<file path="config.mk">
export PLATFORM = sky130hd
export DESIGN_NAME = pipe_reg_chain
export DESIGN_NICKNAME = d
export VERILOG_FILES = /design/src/rtl/pipe_reg_chain_pkg.sv /design/src/rtl/pipe_reg_stage.sv /design/src/rtl/pipe_reg_chain.sv
export SDC_FILE = /design/constraint.sdc
export NUM_CORES = 1
export LEC_CHECK = 0
export CELL_PAD_IN_SITES_DETAIL_PLACEMENT = 1
export CELL_PAD_IN_SITES_GLOBAL_PLACEMENT = 1
export CORE_ASPECT_RATIO = 1.4
export CORE_MARGIN = 2
export CORE_UTILIZATION = 49
export DETAILED_ROUTE_END_ITERATION = 7
export DONT_BUFFER_PORTS = 1
export PLACE_DENSITY_LB_ADDON = 0.1
export SLEW_MARGIN = 20
export SYNTH_ARGS = -nofsm -noshare
export SYNTH_HDL_FRONTEND = slang
export SYNTH_SLANG_ARGS = --single-unit
</file>
<file path="constraint.sdc">
create_clock -name clk -period 2.2 [get_ports clk]
set_clock_uncertainty 0.1 [all_clocks]
set_input_delay 0.44 -clock clk [delete_from_list [all_inputs] [get_ports clk]]
set_output_delay 0.44 -clock clk [all_outputs]
set_load 0.05 [all_outputs]
</file>
<file path="src/rtl/pipe_reg_chain_pkg.sv">
// Shared constants and helpers for the elastic register pipeline.
// Default geometry and the width of the occupancy counter live here so that
// the chain and its users agree on them.
package pipe_reg_chain_pkg;

    localparam int DEF_WIDTH = 16;
    localparam int DEF_DEPTH = 2;

    // Bits needed to count 0..depth occupied stages
    function automatic int count_w(input int depth);
        return $clog2(depth + 1);
    endfunction

endpackage

</file>
<file path="src/rtl/pipe_reg_stage.sv">
// One valid/data register pair of the elastic pipeline.
// The stage is ready when it is empty or when the stage after it is taking its
// word this cycle, so empty stages never block traffic. Data only moves when
// a real word arrives; the register keeps its previous contents under a bubble.
module pipe_reg_stage
    import pipe_reg_chain_pkg::*;
#(
    parameter int WIDTH = DEF_WIDTH
) (
    input  logic             clk,
    input  logic             rst_n,
    input  logic             clr,
    input  logic             prev_valid,
    input  logic [WIDTH-1:0] prev_data,
    input  logic             down_ready,
    output logic             valid,
    output logic [WIDTH-1:0] data
);

    logic rdy;

    assign rdy = ~valid | down_ready;

    // Load from the previous stage when ready, otherwise stall; clear drops the word
    always_ff @(posedge clk or negedge rst_n) begin
        if (!rst_n) begin
            valid <= 1'b0;
            data  <= '0;
        end else if (clr) begin
            valid <= 1'b0;
        end else if (rdy) begin
            valid <= prev_valid;
            if (prev_valid) begin
                data <= prev_data;
            end
        end
    end

endmodule

</file>
<file path="src/rtl/pipe_reg_chain.sv">
// Elastic valid/ready register pipeline of DEPTH stages, WIDTH bits each.
// Bubbles collapse because every empty stage is ready; in_ready reaches back
// combinationally from out_ready through the whole chain.
// Optional feature: define PIPE_REG_CHAIN_FLUSH_EN to add the flush port,
// which empties every stage in one cycle and blocks both handshakes meanwhile.
module pipe_reg_chain
    import pipe_reg_chain_pkg::*;
#(
    parameter int WIDTH = DEF_WIDTH,
    parameter int DEPTH = DEF_DEPTH
) (
    input  logic                        clk,
    input  logic                        rst_n,
    input  logic                        in_valid,
    input  logic [WIDTH-1:0]            in_data,
    output logic                        in_ready,
    output logic                        out_valid,
    output logic [WIDTH-1:0]            out_data,
    input  logic                        out_ready,
    output logic [count_w(DEPTH)-1:0]   count
`ifdef PIPE_REG_CHAIN_FLUSH_EN
    ,
    input  logic                        flush
`endif
);

    localparam int CW = count_w(DEPTH);

    logic [DEPTH-1:0] vld;
    logic [WIDTH-1:0] dat [DEPTH];
    logic [DEPTH-1:0] down_rdy;
    logic             clr;
    logic             in_xfer;
    logic             out_xfer;

`ifdef PIPE_REG_CHAIN_FLUSH_EN
    assign clr = flush;
`else
    assign clr = 1'b0;
`endif

    // Ready seen by each stage from its downstream neighbour, built from the output back
    always_comb begin
        down_rdy = '0;
        down_rdy[DEPTH-1] = out_ready;
        for (int i = DEPTH - 2; i >= 0; i--) begin
            down_rdy[i] = ~vld[i+1] | down_rdy[i+1];
        end
    end

    assign in_ready  = (~vld[0] | down_rdy[0]) & ~clr;
    assign out_valid = vld[DEPTH-1] & ~clr;
    assign out_data  = dat[DEPTH-1];

    assign in_xfer  = in_valid & in_ready;
    assign out_xfer = out_valid & out_ready;

    for (genvar g = 0; g < DEPTH; g++) begin : g_stage
        logic             pv;
        logic [WIDTH-1:0] pd;

        if (g == 0) begin : g_first
            assign pv = in_valid;
            assign pd = in_data;
        end else begin : g_rest
            assign pv = vld[g-1];
            assign pd = dat[g-1];
        end

        pipe_reg_stage #(
            .WIDTH (WIDTH)
        ) u_stage (
            .clk        (clk),
            .rst_n      (rst_n),
            .clr        (clr),
            .prev_valid (pv),
            .prev_data  (pd),
            .down_ready (down_rdy[g]),
            .valid      (vld[g]),
            .data       (dat[g])
        );
    end

    // Occupancy tracks the handshakes: +1 on accept, -1 on delivery, both cancel
    always_ff @(posedge clk or negedge rst_n) begin
        if (!rst_n) begin
            count <= '0;
        end else if (clr) begin
            count <= '0;
        end else if (in_xfer && !out_xfer) begin
            count <= count + CW'(1);
        end else if (out_xfer && !in_xfer) begin
            count <= count - CW'(1);
        end
    end

endmodule

</file>
* Word-level counts from Yosys, hierarchy flattened
Index checks and enable logic that the tools add are counted.
Widths: inputs -> output; s select.
** Operators by class
- Bitwise operators :: 6
- Reduce and logical (&&, ||, !) cells :: 7
- Add/sub/neg operators :: 2
- Muxes and demuxes :: 2
** Operators with widths (number)
- $mux 2 :: 2
- $reduce_and 2->1 :: 2
- $add 2x1->2 const B :: 1
- $and 1x1->1 :: 2
- $logic_and 1x1->1 :: 2
- $logic_not 1->1 :: 2
- $not 1->1 :: 2
- $or 1x1->1 :: 2
- $reduce_bool 2->1 :: 1
- $sub 2x1->2 const B :: 1
** Storage, ports and cells
- Register bits after elaboration :: 36
- Input port bits :: 20
- Word-level logic and storage cells :: 22
- Output and inout port bits :: 20

* Longest topological paths before layout
Gate-level depths: netlist of run 1.
- Depth after elaboration :: 8
- Gate-level depth with buffers :: 8
- Gate-level depth less buffers :: 7

* Modules after synthesis
A second synthesis of run 1 with hierarchy kept.
** Second synthesis, totals
- Cell total of the unflattened synthesis :: 88
- Area, all modules :: 1441.4 um^2
** Modules (own cells, without submodules)
- pipe_reg_stage :: sequential area each 425.4 um^2, area each 660.6 um^2, instances 2, cells an instance 38
- pipe_reg_chain :: sequential area each 50.0 um^2, area each 120.1 um^2, instances 1, cells an instance 12

* Worst setup path before layout of run 1
OpenSTA, ideal clock, no wires.
- Kind :: flip-flop to flip-flop
- Start point :: register g_stage[1].u_stage.valid
- End point :: register count[1]
- Data arrival time :: 2.000 ns
- Stages on the path, launching flop included :: 9
- Buffers on the path :: 1
- Setup slack :: 0.018 ns
- Setup time :: 0.082 ns
- Cell sequence :: dfrtp_1 > nand3b_4 > nand2_4 > buf_12 > inv_1 > ha_1 > xor2_1 > nor2_1 > xor2_1
** On the way
- Longest elaborated chain between the ends :: 7
** RTL lines
- from (decl) :: RTL line pipe_reg_stage.sv:16 : output logic valid,
- from (signal assigned) :: RTL line pipe_reg_stage.sv:32 : valid <= prev_valid;
- $not 1->1 (*) :: RTL line pipe_reg_chain.sv:47 : down_rdy[i] = ~vld[i+1] | down_rdy[i+1];
- $or 1x1->1 (*) :: RTL line pipe_reg_chain.sv:47
- $or 1x1->1 (*) :: RTL line pipe_reg_chain.sv:51 : assign in_ready = (~vld[0] | down_rdy[0]) & ~clr;
- net in_ready :: RTL line pipe_reg_chain.sv:16 : output logic in_ready,
- $and 1x1->1 (*) :: RTL line pipe_reg_chain.sv:55 : assign in_xfer = in_valid & in_ready;
- net in_xfer :: RTL line pipe_reg_chain.sv:33 : logic in_xfer;
- $logic_not 1->1 :: RTL line pipe_reg_chain.sv:92 : end else if (out_xfer && !in_xfer) begin
- $logic_and 1x1->1 :: RTL line pipe_reg_chain.sv:92
- $reduce_bool 2->1 (no line)
- to (signal assigned) :: RTL line pipe_reg_chain.sv:91 : count <= count + CW'(1);
- to (signal assigned) :: RTL line pipe_reg_chain.sv:93 : count <= count - CW'(1);
- to (decl) :: RTL line pipe_reg_chain.sv:20 : output logic [count_w(DEPTH)-1:0] count
The timed path passes the listed nets; every way through them passes the cells marked *.
A chain may end at the register's enable or synchronous reset.

* Worst setup path after layout of run 1
- Start point :: register g_stage[0].u_stage.valid
- End point :: register count[1]
** On the way
- Longest elaborated chain between the ends :: 6
** RTL lines (RTL line)
- from (decl) :: pipe_reg_stage.sv:16
- from (signal assigned) :: pipe_reg_stage.sv:32
- $not 1->1 (*) :: pipe_reg_chain.sv:51
- $or 1x1->1 (*) :: pipe_reg_chain.sv:51
- net in_ready :: pipe_reg_chain.sv:16
- $and 1x1->1 (*) :: pipe_reg_chain.sv:55
- net in_xfer :: pipe_reg_chain.sv:33
- $logic_not 1->1 :: pipe_reg_chain.sv:92
- $logic_and 1x1->1 :: pipe_reg_chain.sv:92
- $reduce_bool 2->1 (no line)
Marked as above.

==> results of run 1 <==
metrics by stage:
step	area, sq um	hold WS [ps]
3_3_place_gp	1470	45.2
4_1_cts	1630	154
5_1_grt	1630	160
3_5_place_dp	1470	45.2
6_report	1630	161
2_1_floorplan	1440	44.4
state kept, by name, summed over array words and instances (netlist names):
register	flops
g_stage.u_stage.data	32
g_stage.u_stage.valid	2
count	2
per-layer routing:
layer | up-vias | global-route usage [%] | wire length, microns
met3 | 5 | 7.42 | 129
met2 | 26 | 26.0 | 1240
met4 | 0 | 9.38 | 53
met1 | 357 | 19.9 | 1000
li1 | 301 | - | -
met5 | - | 0 | 0
path summary, 6_finish.rpt:
path,start,to,cells after the start
max,g_stage[0].u_stage.valid$_DFFE_PN0P_,count[1]$_DFFE_PN0P_,7
min,in_valid,g_stage[0].u_stage.valid$_DFFE_PN0P_,1
max reg2reg,g_stage[0].u_stage.valid$_DFFE_PN0P_,count[1]$_DFFE_PN0P_,7
min reg2reg,g_stage[0].u_stage.data[0]$_DFFE_PN0P_,g_stage[0].u_stage.data[0]$_DFFE_PN0P_,1
max in group asynchronous,rst_n,g_stage[1].u_stage.data[7]$_DFFE_PN0P_,2
min in group asynchronous,rst_n,g_stage[1].u_stage.data[11]$_DFFE_PN0P_,2
worst max-delay path: cells and delay by family, from the launching register on:
kind / cells / cell delay (ps)
XOR/XNOR: 2 / 300
flip-flops: 1 / 440
adder cells (fa/ha/maj): 1 / 200
buffers and inverters: 1 / 70
AND/OR/NAND/NOR: 3 / 590
kinds of logic (layout without fill, tap and decap cells):
logic type | count (synthesis) | count (layout) | share of synthesized area (%)
xor gates and xnor gates | 3 | 3 | 1.82
muxes | 32 | 32 | 27.3
DFF | 36 | 36 | 62.4
buffers and inverters | 3 | 13 | 2.43
and+or+nand+nor | 8 | 8 | 5.20
adders and majority gates | 1 | 1 | 0.866
power by group through the flow:
stage	registers, uW	clock network [uW]	logic (uW)
after floorplan	1240	0	209
after global placement	1260	0	223
after detailed placement	1270	0	236
after CTS	1250	642	256
after global routing	1270	667	280
final	1250	620	251
cell type report:
| type | instances | area, sq um |
|---|---|---|
| fillers | 261 | 1220 |
| flip-flops and latches | 36 | 901 |
| multi-input cells | 44 | 508 |
| clock buffers | 7 | 96.3 |
| well taps | 37 | 46.3 |
| repair buffers | 4 | 45.0 |
| clock inverters | 1 | 30.0 |
| inverters | 1 | 3.75 |
Yosys cell counts (all sizes together):
master	instances
xor2	2
nand2b	1
inv	1
ha	1
nand3b	1
or2b	2
nand2	3
nor2	1
dfrtp	36
mux2	32
xnor2	1
buf	2
repair_timing:
item,CTS,global route
hold buffers,2,0
gates resized for setup,0,0
hold endpoints to repair,36,0
buffers inserted,0,0
==> run summary, run 1 <==
The flow ran to the end, and the final reports show no timing, DRC or antenna violations. In the final timing run, aggregate negative setup slack is 0 ps. For this run, the total global-route usage over all layers was measured as 16.9%. TritonCTS built the clock tree. In the synthesized netlist, the number of instances is 83. The power density over the cells works out to 1300 mW/mm^2. Along the worst path, the maximum fanout reaches 10.

The run gives 59.0% as the sequential power share. In the layout the commonest cells are sky130_fd_sc_hd__dfrtp_1, sky130_fd_sc_hd__mux2_2, sky130_fd_sc_hd__mux2_4, sky130_fd_sc_hd__clkbuf_8. The clock transition at the register clock pins on the worst setup and hold paths after CTS was 70 ps; the overall overflow remaining after global route was 0. The setup slack after placement was 355 ps. Summed over all cells, the static leakage comes to 0.000744 uW.

The number of DRC markers after the initial detailed-route iteration is 8. Cells fill 57.2% of the core in the end. The first global-routing pass estimated 3920 microns of wire. Max-cap violations in this run came to 0. The average cell area after synthesis was 17.4 sq um. For the yosys synthesis warning count, the log shows 0. Max-slew headroom at the worst pin: 63.6%.

The worst path needs 1780 ps of the cycle, external delays included. The cell with the largest stage delay on the worst path is sky130_fd_sc_hd__dfrtp_1. In the final design database the tool counted 113 nets. The signal on the critical path passes through nand3b_4 -> nand2_4 -> inv_1 -> ha_1 -> xor2_1 -> nor2_1 -> xor2_1. Summed over all instances, the cell type with the most area after synthesis is sky130_fd_sc_hd__dfrtp_1. Combinational logic is responsible for 11.8% of the overall power. The internal power of the cells totals 1350 uW.

The clock tree synthesis step divided the H-tree into 2 levels. Once detail routing completed, the nets flagged for antenna violations numbered 0. Setup repair after global routing left no endpoint under its margin. The sequential-to-total area share from yosys stat is 62.4%. The synthesized netlist contains 16 unique library cells.

The tools report the switching power total as 771 uW. The core region is 0.00285 sq mm. The number of cells in the design after placement is 120. For the total via count after detailed routing, the log shows 689. The top cell type's share of synthesized area was 62.4%; the number of nets in the synthesized netlist was 104.

After synthesis the netlist holds a flip-flop and latch count of 36. The run gives 29.2% as the clock network fraction of total power. The row count was 23; the weighted congestion reported at the end of routability-driven placement was 0.650.

The run gives 0.00144 sq mm as the area of the mapped netlist. During I/O placement, the number of pins put on the boundary was 40. The run gives 0 as the DRC violations left. Portion of the clock cycle consumed by the worst path in the final layout: 81.1%. The setup path with the least slack is of type reg2reg. The die is 68.2 microns tall. The final count of negative-setup-slack endpoints came out at 0. The number of pins with negative max-slew slack in the final report came out at 0. Wires add up to 2420 microns. Once routing completed, OpenROAD measured the worst setup slack at 417 ps. Dividing the detail-routed via count by the number of cells gives 5.30.

In this run the register-to-register setup slack is 420 ps. The area growth from synthesis to layout is 12.9%. The die covers 0.00340 sq mm. On the worst path, the slowest cell contributes a delay of 440 ps. Number of antenna violations at the first check in global routing: 0. Of the total power, the share spent switching nets is 36.3%.

The number of detailed-routing iterations run before antenna repair was 2; the mean routed wirelength per cell was 18.6 microns. The tools report the later-pin clock latency in the skew report as 280 ps. For the total clock buffers created by CTS, the log shows 5.

The largest net degree at the start of global routing is 37. Buffers placed on the I/O ports in this run total 0. The run gives 771 as the via count of the first global-routing pass. By instance count, the cell type seen most on the critical path is sky130_fd_sc_hd__xor2_1. The tools report the filler-free cell count of the finished design as 130. IR analysis of the VDD net gives a maximum drop of 0.000726 V. The cell at the root of the clock tree was sky130_fd_sc_hd__clkbuf_8. The antenna diode count came out at 0. In the final layout, the share of cells above drive strength 1 is 51.6%. The tree built by TritonCTS fans out to 36 sinks.

STA puts the critical path data required time at 2300 ps. In the post-synthesis netlist, the biggest area contributors are sky130_fd_sc_hd__dfrtp_1, sky130_fd_sc_hd__mux2_2, sky130_fd_sc_hd__mux2_4, sky130_fd_sc_hd__nand2_4, sky130_fd_sc_hd__buf_12. Power comes to 2120 uW. Timing would allow up to 561 MHz. Once the floorplan was initialized, standard cells occupied 50.7% of the core. The die is 49.9 microns wide. The slew at the pin with the worst max-slew slack was 545 ps.

The worst setup path is launched from a register. The kind of path behind the tightest hold check was in2reg. The clock passes through at most 2 buffers. The worst setup path is captured at a register.

Detailed placement finished with a half-perimeter wire length of 1610 microns. Leaving out fill and tap cells, the most frequent cell in the layout is sky130_fd_sc_hd__dfrtp_1. The tools report the endpoint arrival time on the critical path as 1890 ps. For the final hold violation count, the log shows 0.
(Power assumes the default switching activity.)
==> run 2, diff against run 1 <==
Settings changed: CORE_UTILIZATION 49 to 45.
Clock period 2.2 ns to 1.44 ns, I/O delays scaled along.
==> run summary, run 2 (same netlist as run 1, synthesis figures left out) <==
After detailed routing, no signal wire sits above met4. The horizontal extent of the die was 51.9 microns (+4.0%); the fmax was 717 MHz (+28%). The mean routed wirelength per cell is 16.9 microns (-9.4%), and the clock transition at the register clock pins on the worst setup and hold paths after CTS is 70 ps (about the same). The minimum period implied by the final worst setup slack came out at 1390 ps (-389 ps). The depth of the worst register-to-register path is 7 (unchanged). The tools report the slack of the worst reg-to-reg path as 50 ps (-370 ps). For the DRC violations left, the log shows 0 (unchanged). The critical path goes through nand3b_4 -> nand2_4 -> inv_4 -> ha_4 -> xor2_1 -> nor2_1 -> xor2_1. The post-synthesis to final-layout area growth was 14.4%; the portion of the clock cycle consumed by the worst path in the final layout was 96.8% (+16 points).

The logs give 3 (+1) for the number of detailed-routing iterations run before antenna repair and 0 (unchanged) for the number of pins with negative max-slew slack in the final report. The logs give 0 (unchanged) for the final count of negative-setup-slack endpoints and 0 (unchanged) for the final hold violation count. For the number of antenna violations at the first check in global routing, the log shows 0 (unchanged). Worst setup path category: reg2reg. The most flop-heavy register was g_stage.u_stage.data. In this run the critical register-to-register path is launched from g_stage[1].u_stage.valid$_DFFE_PN0P_.

The run gives 29.8 ps (-326 ps) as the setup slack after placement. The total power of the final layout is 2990 uW (+41%). The number of antenna-violating nets in the routed design came out at 0 (unchanged).

For the total clock sinks, the log shows 36 (unchanged). The count of buffers inserted at the top-level ports was 0 (unchanged). The total leakage power came out at 0.000747 uW (+0.49%).

The run finished with clean final reports. The tools report the sink of the worst hold path as g_stage[0].u_stage.data[5]$_DFFE_PN0P_. For the post-layout instance area, the log shows 0.00165 sq mm (+1.3%). Kind of path behind the tightest hold check: in2reg.

The proportion of layout cells with a drive suffix above 1 works out to 55.1% (+3.5 points). The height of the die came out at 71.0 microns (+4.1%). The tools report the final worst-path setup slack as 46.0 ps (-371 ps).

The logs give 0.00101 V (+39%) for the largest voltage drop on the vdd net and 890 microns (-11%) for the post-route met1 wirelength. The run gives 0 (unchanged) as the number of post-CTS setup repair buffers. The power density over the cells is 1810 mW/mm^2 (+39%), and the total wirelength of the detailed-routed design is 2310 microns (-4.5%). Largest net degree at the start of global routing: 37 (unchanged).

The overall overflow remaining after global route was 0 (unchanged); the maximum fanout along the worst path was 4 (-6). The tools report the row count as 24 (+4.3%). Depth of the worst hold-timing path: 1 (unchanged). The delay of the slowest cell on the worst path was 420 ps (-20 ps). Total clock buffers created by CTS: 5 (unchanged). The endpoint arrival time on the critical path was 1500 ps (-390 ps). CTS placed an instance of sky130_fd_sc_hd__clkbuf_8 at the clock tree root.

The antenna diode count is 0 (unchanged), and the global routing usage summed across all routing layers is 14.7% (-2.2 points). Launch instance of the worst min-delay path: in_data[5]. The length of routed met3 wiring was 198 microns (+53%); the data required time at the worst endpoint was 1540 ps (-760 ps). The number of flip-flops in the largest register is 32 (unchanged), and the I/O pin count is 40 (unchanged). The post-detailed-route via-to-cell ratio works out to 5.21 (-1.7%). Startpoint of the most critical setup path: g_stage[1].u_stage.valid$_DFFE_PN0P_. Among all stages on the critical path, the largest delay is contributed by sky130_fd_sc_hd__dfrtp_2.

The number of DRC markers after the initial detailed-route iteration is 9 (+1), and the routed length on met2 is 1170 microns (-5.7%). The global-route wire length before repair was 3840 microns (-2.1%). The logs give 814 (+5.6%) for the via count of the first global-routing pass and 119 (+5.3%) for the final net count. The largest registers in the layout are g_stage.u_stage.data: 32 flops, count: 2 flops, g_stage.u_stage.valid: 2 flops. For the max-capacitance violation count, the log shows 0 (unchanged).

The tools report the total number of H-tree levels as 2 (unchanged). The endpoint identified for the worst register-to-register timing path is count[1]$_DFFE_PN0P_. Setup repair after global routing could not meet its margin everywhere.

Slew at the pin with the worst max-slew slack: 488 ps (-57.7 ps). The launching element type of the critical path is a register. TritonCTS built the clock tree. The total via count after detailed routing came out at 714 (+3.6%). The run gives 67.5% (+3.8 points) as the max-slew headroom at the worst pin. STA classifies the critical path endpoint as a register.

Leaving out fill and tap cells, the most frequent cell in the layout is sky130_fd_sc_hd__dfrtp_1. The tools report the starting density of the core as 46.7% (-4.0 points). For the HPWL after detailed placement, the log shows 1580 microns (-1.7%). Total die area: 0.00368 sq mm (+8.3%).

The cell that appears most often on the critical path is sky130_fd_sc_hd__xor2_1. The buffer levels on the longest clock path came out at 2 (unchanged). The tools report the post-place instance area as 0.00153 sq mm (+3.8%).

The later-pin clock latency in the skew report is 280 ps (about the same), and the weighted congestion reported at the end of routability-driven placement is 0.696 (+7.0%). The placeable core region is 0.00309 sq mm (+8.6%). In the layout the commonest cells are sky130_fd_sc_hd__dfrtp_1, sky130_fd_sc_hd__mux2_2, sky130_fd_sc_hd__mux2_4, sky130_fd_sc_hd__buf_4, sky130_fd_sc_hd__clkbuf_8.
-- run 2: changes by cell type in the layout (fill, tap and decap cells not counted), sizes merged --
cell and change:
buf +5, clkinv +1, bufinv -1, clkbuf -1, dlygate4sd3 +1
-- run 2: timing repair --
item                                    4_1_cts  5_1_grt
endpoints found under the setup margin        1        1
pin swaps                                     1        0
hold buffers                                  3        0
gates resized for setup                       1        0
gates cloned                                  0        0
hold endpoints to repair                     37        0
-- run 2: cell type report --
| cell class | count | area (sq um) |
|---|---|---|
| clock buffers | 6 | 72.6 |
| clock inverters | 1 | 5.00 |
| fillers | 295 | 1440 |
| inverters | 1 | 6.26 |
| multi-input cells | 44 | 520 |
| flip-flops and latches | 36 | 902 |
| well taps | 39 | 48.8 |
| repair buffers | 10 | 96.3 |
-- run 2: worst max path at each step --
stage,cells past startpoint,slack (ps),end
floorplan,8,-450,count[1]$_DFFE_PN0P_
CTS,7,10,count[1]$_DFFE_PN0P_
global route,7,-30,count[1]$_DFFE_PN0P_
global placement,3,100,g_stage[1].u_stage.data[7]$_DFFE_PN0P_
detailed placement,7,30,count[1]$_DFFE_PN0P_
finish,7,50,count[1]$_DFFE_PN0P_
-- run 2: routing by layer --
layer,track usage [%],vias to the layer above
met5,0,-
met4,7.89,0
met3,7.17,5
met2,23.1,26
met1,16.1,373
li1,-,310
-- run 2: worst max-delay path, delay by kind of cell (launching register included) --
family                   cells  cell delay [ps]
flip-flops                   1              420
AND/OR/NAND/NOR              3              310
buffers and inverters        1               40
adder cells (fa/ha/maj)      1              140
XOR/XNOR                     2              310
-- run 2: power by group --
part | total, uW | internal (uW) | switching [uW]
Clock | 655 | 328 | 326
Combinational | 524 | 277 | 246
Sequential | 1820 | 1220 | 592
-- run 2: stage by stage --
| stage | utilization [%] | hold slack, ps | setup TNS, ps | instances |
|---|---|---|---|---|
| 3_3_place_gp | 49.5 | -107 | 0 | 127 |
| 3_5_place_dp | 49.5 | -107 | 0 | 127 |
| 5_1_grt | 53.4 | 31.9 | -34.0 | 137 |
| 6_report | 53.4 | 48.9 | 0 | 137 |
| 2_1_floorplan | - | -108 | -3260 | 83 |
| 4_1_cts | 53.4 | 35.9 | 0 | 137 |
